**config.mk**
```make
export PLATFORM = sky130hd
export DESIGN_NAME = instruction_fetch
export DESIGN_NICKNAME = d
export VERILOG_FILES = /design/src/rtl/instruction_fetch.sv
export SDC_FILE = /design/constraint.sdc
export NUM_CORES = 1
export LEC_CHECK = 0
export ABC_AREA = 1
export CELL_PAD_IN_SITES_DETAIL_PLACEMENT = 1
export CELL_PAD_IN_SITES_GLOBAL_PLACEMENT = 2
export CORE_MARGIN = 2
export CORE_UTILIZATION = 19
export DETAILED_ROUTE_END_ITERATION = 10
export GPL_TIMING_DRIVEN = 1
export PLACE_DENSITY = 0.85
export SLEW_MARGIN = 0
export SYNTH_ARGS = -nofsm -noshare
export SYNTH_HDL_FRONTEND = slang
export SYNTH_SLANG_ARGS = --single-unit
```
**constraint.sdc**
```tcl
create_clock -name clock -period 1.6 [get_ports clock]
set_input_delay 0.4 -clock clock [delete_from_list [all_inputs] [get_ports clock]]
set_output_delay 0.4 -clock clock [all_outputs]
set_load 0.01 [all_outputs]
```
**src/rtl/instruction_fetch.sv**
```systemverilog
// -----------------------------------------------------------------------------
// instruction_fetch
//
// Purpose:
//   Single-outstanding-request instruction fetch unit. It issues a read for
//   the word at pc, captures the returned word into the instruction register,
//   and holds it until the decode stage consumes it. After consumption pc
//   advances by 4 and the next fetch begins. A redirect (branch/jump) from any
//   state reloads pc with the word-aligned target and restarts fetching.
//
// Optional feature (macro FETCH_TIMEOUT_EN):
//   When defined, a counter tracks consecutive request cycles without mem_ack.
//   After TIMEOUT_CYCLES such cycles the unit parks in FAULT with mem_req low
//   and fetch_fault high, until reset or redirect. When undefined the request
//   waits forever and fetch_fault is tied low.
//
// Handshake semantics:
//   mem_req/mem_ack: mem_req is held high with a stable mem_addr until a cycle
//   in which mem_ack is sampled high; mem_rdata is taken in that same cycle.
//   mem_ack is ignored whenever mem_req is low.
//   instr_valid/decode_ready: a word is transferred to decode in a cycle where
//   instr_valid and decode_ready are both high; decode_ready is ignored while
//   instr_valid is low. redirect_valid overrides both handshakes that cycle.
//
// Ports:
//   clock          in   1   rising-edge clock
//   reset_n        in   1   asynchronous active-low reset
//   mem_req        out  1   instruction memory read request
//   mem_addr       out  32  fetch address (equals pc)
//   mem_ack        in   1   read complete, mem_rdata valid this cycle
//   mem_rdata      in   32  instruction word from memory
//   instruction    out  32  instruction register to decode
//   pc             out  32  address of held / in-flight instruction
//   pc_plus4       out  32  pc + 4 (wraps modulo 2^32)
//   instr_valid    out  1   instruction holds an unconsumed word
//   decode_ready   in   1   decode consumes instruction this cycle
//   redirect_valid in   1   branch/jump redirect request
//   redirect_pc    in   32  redirect target (low two bits dropped)
//   fetch_fault    out  1   sticky memory-timeout indication
//   dbg_state      out  2   current FSM state (debug observation only)
// -----------------------------------------------------------------------------
module instruction_fetch #(
  parameter logic [31:0] RESET_PC       = 32'h0000_0000,
  parameter int unsigned TIMEOUT_CYCLES = 16
) (
  input  logic        clock,
  input  logic        reset_n,
  output logic        mem_req,
  output logic [31:0] mem_addr,
  input  logic        mem_ack,
  input  logic [31:0] mem_rdata,
  output logic [31:0] instruction,
  output logic [31:0] pc,
  output logic [31:0] pc_plus4,
  output logic        instr_valid,
  input  logic        decode_ready,
  input  logic        redirect_valid,
  input  logic [31:0] redirect_pc,
  output logic        fetch_fault,
  output logic [1:0]  dbg_state
);

  typedef enum logic [1:0] {
    S_IDLE  = 2'd0,
    S_REQ   = 2'd1,
    S_HOLD  = 2'd2,
    S_FAULT = 2'd3
  } state_e;

  localparam logic [31:0] ResetPcAligned = {RESET_PC[31:2], 2'b00};

  if (TIMEOUT_CYCLES < 1) begin : g_bad_timeout
    $error("instruction_fetch: TIMEOUT_CYCLES must be at least 1");
  end

  state_e      state_q, state_d;
  logic [31:0] pc_q, pc_d;
  logic [31:0] instr_q, instr_d;
  logic        valid_q, valid_d;
  logic        tmo_hit;

`ifdef FETCH_TIMEOUT_EN
  localparam int unsigned CntW = $clog2(TIMEOUT_CYCLES + 1);

  logic [CntW-1:0] cnt_q, cnt_d;

  // Counts consecutive unacknowledged request cycles. Any cycle that is not
  // a plain waiting request (ack, redirect, or another state) clears it, so
  // every entry into REQ starts from zero.
  always_comb begin
    cnt_d = '0;
    if (state_q == S_REQ && !mem_ack && !redirect_valid) begin
      cnt_d = cnt_q + CntW'(1);
    end
  end

  // Fires on the last tolerated waiting cycle, so the FSM leaves REQ after
  // exactly TIMEOUT_CYCLES request cycles.
  assign tmo_hit = (cnt_q == CntW'(TIMEOUT_CYCLES - 1));

  always_ff @(posedge clock or negedge reset_n) begin
    if (!reset_n) begin
      cnt_q <= '0;
    end else begin
      cnt_q <= cnt_d;
    end
  end

  assign fetch_fault = (state_q == S_FAULT);
`else
  assign tmo_hit     = 1'b0;
  assign fetch_fault = 1'b0;
`endif

  // Next-state and datapath updates. Redirect is evaluated first so that it
  // wins over a coincident mem_ack (data dropped) or decode_ready (no +4).
  always_comb begin
    state_d = state_q;
    pc_d    = pc_q;
    instr_d = instr_q;
    valid_d = valid_q;

    if (redirect_valid) begin
      state_d = S_REQ;
      pc_d    = {redirect_pc[31:2], 2'b00};
      valid_d = 1'b0;
    end else begin
      case (state_q)
        S_IDLE: begin
          state_d = S_REQ;
        end
        S_REQ: begin
          if (mem_ack) begin
            instr_d = mem_rdata;
            valid_d = 1'b1;
            state_d = S_HOLD;
          end else if (tmo_hit) begin
            state_d = S_FAULT;
          end
        end
        S_HOLD: begin
          if (decode_ready) begin
            pc_d    = pc_q + 32'd4;
            valid_d = 1'b0;
            state_d = S_REQ;
          end
        end
        S_FAULT: begin
          state_d = S_FAULT;
        end
        default: begin
          state_d = S_IDLE;
        end
      endcase
    end
  end

  always_ff @(posedge clock or negedge reset_n) begin
    if (!reset_n) begin
      state_q <= S_IDLE;
      pc_q    <= ResetPcAligned;
      instr_q <= 32'h0000_0000;
      valid_q <= 1'b0;
    end else begin
      state_q <= state_d;
      pc_q    <= pc_d;
      instr_q <= instr_d;
      valid_q <= valid_d;
    end
  end

  // Request is a pure function of state, so it stays high through a redirect
  // cycle and the new address simply appears on the next cycle.
  assign mem_req     = (state_q == S_REQ);
  assign mem_addr    = pc_q;
  assign pc          = pc_q;
  assign pc_plus4    = pc_q + 32'd4;
  assign instruction = instr_q;
  assign instr_valid = valid_q;
  assign dbg_state   = state_q;

endmodule

```
Word level (Yosys, flattened, before mapping)
Cells that the tools add are included.
{"block": "op_classes", "mux": 11, "n_bitwise": 1, "eq_ne": 5, "add_sub_neg": 1, "reduce_logical": 8}
{"operator": "$mux 32", "count": 3}
{"operator": "$add 32x3->32 const B", "count": 1}
{"operator": "$pmux 2 s4", "count": 1}
{"operator": "$mux 2", "count": 3}
{"operator": "$reduce_and 3->1", "count": 2}
{"operator": "$eq 2x2->1 const B", "count": 2}
{"operator": "$reduce_and 2->1", "count": 2}
{"operator": "$reduce_bool 2->1", "count": 2}
{"operator": "$mux 1", "count": 3}
{"operator": "$ne 3x1->1 const B", "count": 1}
{"operator": "$ne 3x3->1 const B", "count": 1}
{"operator": "$reduce_bool 3->1", "count": 1}
{"operator": "$eq 2x1->1 const B", "count": 1}
{"operator": "$logic_not 2->1", "count": 1}
{"operator": "$pmux 1 s2", "count": 1}
{"operator": "$not 1->1", "count": 1}
{"block": "totals", "ff_bits": 67, "in_bits": 69, "output_inout_bits": 133, "word_cells": 30}

Logic depth before layout (Yosys ltp)
{"block": "depth", "ltp_word": 4, "depth_mapped": 10, "depth_no_buf": 10}

Worst setup path before layout
Ideal clock, no wire load.
{"block": "synth_path", "kind": "register -> output", "from": "register pc_q[3], in the netlist mem_addr[3]", "to": "output port pc_plus4[18]", "slack_ps": -145, "stages_incl_launch_ff": 7, "path_buffers": 0, "required_time_ps": 1200, "arrival_time_ps": 1345, "path_cell_list": "dfrtp_1 > ha_1 > nand2_2 > nor2_4 > nand2_4 > nor2_8 > xor2_2"}
{"block": "synth_between", "elab_chain_cells": 1}
{"element": "from (decl)", "line_no": "77", "rtl": "logic [31:0] pc_q, pc_d;"}
{"element": "from (signal assigned)", "line_no": "161", "rtl": "pc_q <= ResetPcAligned;"}
{"element": "from (signal assigned)", "line_no": "166", "rtl": "pc_q <= pc_d;"}
{"element": "$add 32x3->32", "line_no": "177", "rtl": "assign pc_plus4 = pc_q + 32'd4;"}
{"element": "to (decl)", "line_no": "54", "rtl": "output logic [31:0] pc_plus4,"}
Every way passes these cells.

Final worst setup path
{"block": "layout_path", "from": "register pc_q[2], in the netlist mem_addr[2]", "to": "output port pc_plus4[11]"}
The elaborated chain is that of the path after synthesis.

==> run metrics <==
Worst VDD drop=approximately 0.47 mV; worst-path fanout max=5; Final nets=between 900 and 1000; gpl congestion=between 0.7 and 0.8; YS warnings=0; width of the die=about 150 microns; failing checks=setup timing; pwr dens=around 850 mW/mm^2; min Tclk post-route=about 2200 ps; crit path from=mem_addr[2]; Routed WL=between 15 and 20 mm; CTS tree=done; CP arrival=1790 ps; Startpoint Class=register; Yosys reg bits=65; Final Non-Filler Cells=~1100; initial antenna violation count=5; Final Slew Violations=0; Die Ht=about 150 microns; I/O Pins=~200; endpoint class of the critical path=output pin; Finish-stage setup viols=34; Power Total=about 6600 uW; Hold Path Class=primary input to asynchronous set/reset pin; Initial Utilization=0.193; post-route setup slack=-587 ps; final core utilization=0.371; fillers=between 2000 and 3000; Synth top area share=0.402; DRC=0; Final Hold Viols=0; Placeable Area=0.0210 sq mm; largest net degree at the start of global routing=37; Layout area overhead=92.6%; critical path type=register to output pin; clock skew=7.20 ps; vias=4682; leakage power total=around 0.0040 uW; number of global-route vias before repair=about 5000; HPWL after DPL=between 10 and 15 mm; Synth area leader=dfrtp_1; top post-synthesis cells by area=dfrtp_1 40%, nand2_1 23%, buf_4 7.1%; grt ovf=0; storage element area=approximately 0.0016 sq mm; CTS H-tree depth=3; final worst path period share=1.37; global-route wire length before repair=26.7 mm; Netlist cell types=35; post-route cell area=slightly below 0.008 sq mm; clk_lat worst skew=340 ps; Syn Std Cell Area=0.00404 sq mm; CTS clock-pin slew for the worst setup and hold paths=around 50 ps; Placed Area=0.00667 sq mm; vias per inst=about 4.1; Pre-Repair DR Iteration Count=4; reg2reg start=mem_addr[2]; DR iter-0 viols=135; clk root buf=clkbuf_16; multi-input logic area=around 0.0023 sq mm; die area=approximately 0.022 sq mm; setup repair after global routing missed its margin=yes; port bufs=roughly 190; synthesized area per cell=between 7 and 8 sq um; WL/cell=~16 microns; MaxCap Viol Count=0; clock buffer depth=2; Post-DRT Antenna Nets=0; status=finished with violations; post-synthesis sequential area ratio=0.402; post-synthesis cell count=about 560; site row count=53; Critical Path RT=1200 ps; Placed Cells=approximately 1100; share of post-route cells with drive strength above 1=0.387; CTS Buf Count=9; GRT Resource Usage Total=0.156; Sink Count=between 60 and 70; max frequency=about 0.46 GHz
[metal layers]
| layer | part of all wire | track usage |
|---|---|---|
| met1 | 0.40 | 0.180 |
| met2 | 0.51 | 0.270 |
| met3 | 0.073 | 0.0552 |
| met4 | 0.018 | 0.0462 |
| met5 | 0.0013 | 0 |
[cells in the final DEF (no fill, tap or decap), drive strengths merged, types with 4 or more instances in the layout]
cell type and n:
o21ai 17, xor2 11, inv 57, clkbuf 25, dlygate4sd2 41, nand3 22
nand2 260, nor2 52, and2 4, a22o 5, dfrtp 65, o211ai 4
conb 7, clkdlybuf4s15 26, clkdlybuf4s50 64, buf 185
[stage by stage]
step,hold WS [ps],setup slack (ps),setup TNS (ps)
finish,470,-587,-14880
floorplan,104,-16.1,-46.0
CTS,472,-611,-15360
detailed placement,264,-613,-31450
global route,475,-679,-18550
global placement,263,-617,-28050
[critical path, cell delays in order (launching register included)]
cell,delay [ps]
dfrtp_2,410
buf_6,120
inv_4,30
nor2_4,140
nand2_4,140
nor2_8,170
buf_12,130
xor2_4,170
buf_6,130
[cells in the mapped netlist]
master	count
a22o_1	5
inv_1	55
o21a_1	1
a21oi_1	1
o21ai_0	16
o221ai_1	1
nor4_1	1
dfrtp_1	65
xnor2_1	1
nand2_4	2
xor2_2	5
a31oi_1	1
and2_1	4
o21ai_1	1
nand2_2	10
nor2_1	39
buf_4	38
nand2_1	248
nand3b_1	1
o211ai_1	4
nand4_1	1
buf_2	8
nor2_4	8
a21oi_2	1
nor3_1	2
nor2_2	2
nand3_2	1
o21bai_1	1
clkbuf_1	5
nand3_1	21
xor2_1	6
ha_1	1
nor2_8	3
conb_1	1
inv_2	2
[state kept, by name, summed over array words and instances, names as in the netlist]
register and count:
instruction 32, mem_addr 30, dbg_state 2, instr_valid 1
[final cells by class]
cell class,count,area share
Antenna cell,3,0.000965
Clock buffer,11,0.0299
Clock inverter,4,0.00579
Inverter,57,0.0278
Multi-Input combinational cell,395,0.298
Sequential cell,65,0.210
Tap cell,275,0.0442
Timing Repair Buffer,332,0.384
[path summary, 6_finish.rpt]
| check | to | cells past startpoint | slack (ps) |
|---|---|---|---|
| min in group clock | instruction[21] | 2 | 470 |
| hold / removal | mem_addr[6] | 2 | 470 |
| setup reg to reg | mem_addr[24] | 16 | -480 |
| max in group asynchronous | instruction[3] | 3 | 600 |
| setup / recovery | pc_plus4[11] | 8 | -590 |
| hold reg to reg | instruction[21] | 2 | 470 |
[kinds of logic after synthesis]
kind of cell	after synthesis	share of synthesized area
simple gates	343	0.370
compound gates	32	0.0502
other cells	1	0.000928
flops	65	0.402
xor+xnor	12	0.0353
buf+inv	108	0.138
fa+ha+maj	1	0.00310
[timing repair]
action / 4_1_cts / 5_1_grt
setup endpoints to repair: 129 / 111
endpoints found under the hold margin: 10 / 0
gates resized for setup: 355 / 127
hold buffers: 1 / 0
cloned: 0 / 1
pin swaps: 42 / 43
setup buffers: 49 / 26
[report_power, final]
part	internal (uW)	leakage (uW)	switching (uW)	total, uW
clock network	1190	0.000139	744	1930
registers	1920	0.000790	190	2110
logic	1320	0.00311	1240	2550
total	4420	0.00404	2170	6590
No activity file was read; power rests on OpenSTA's default activity.
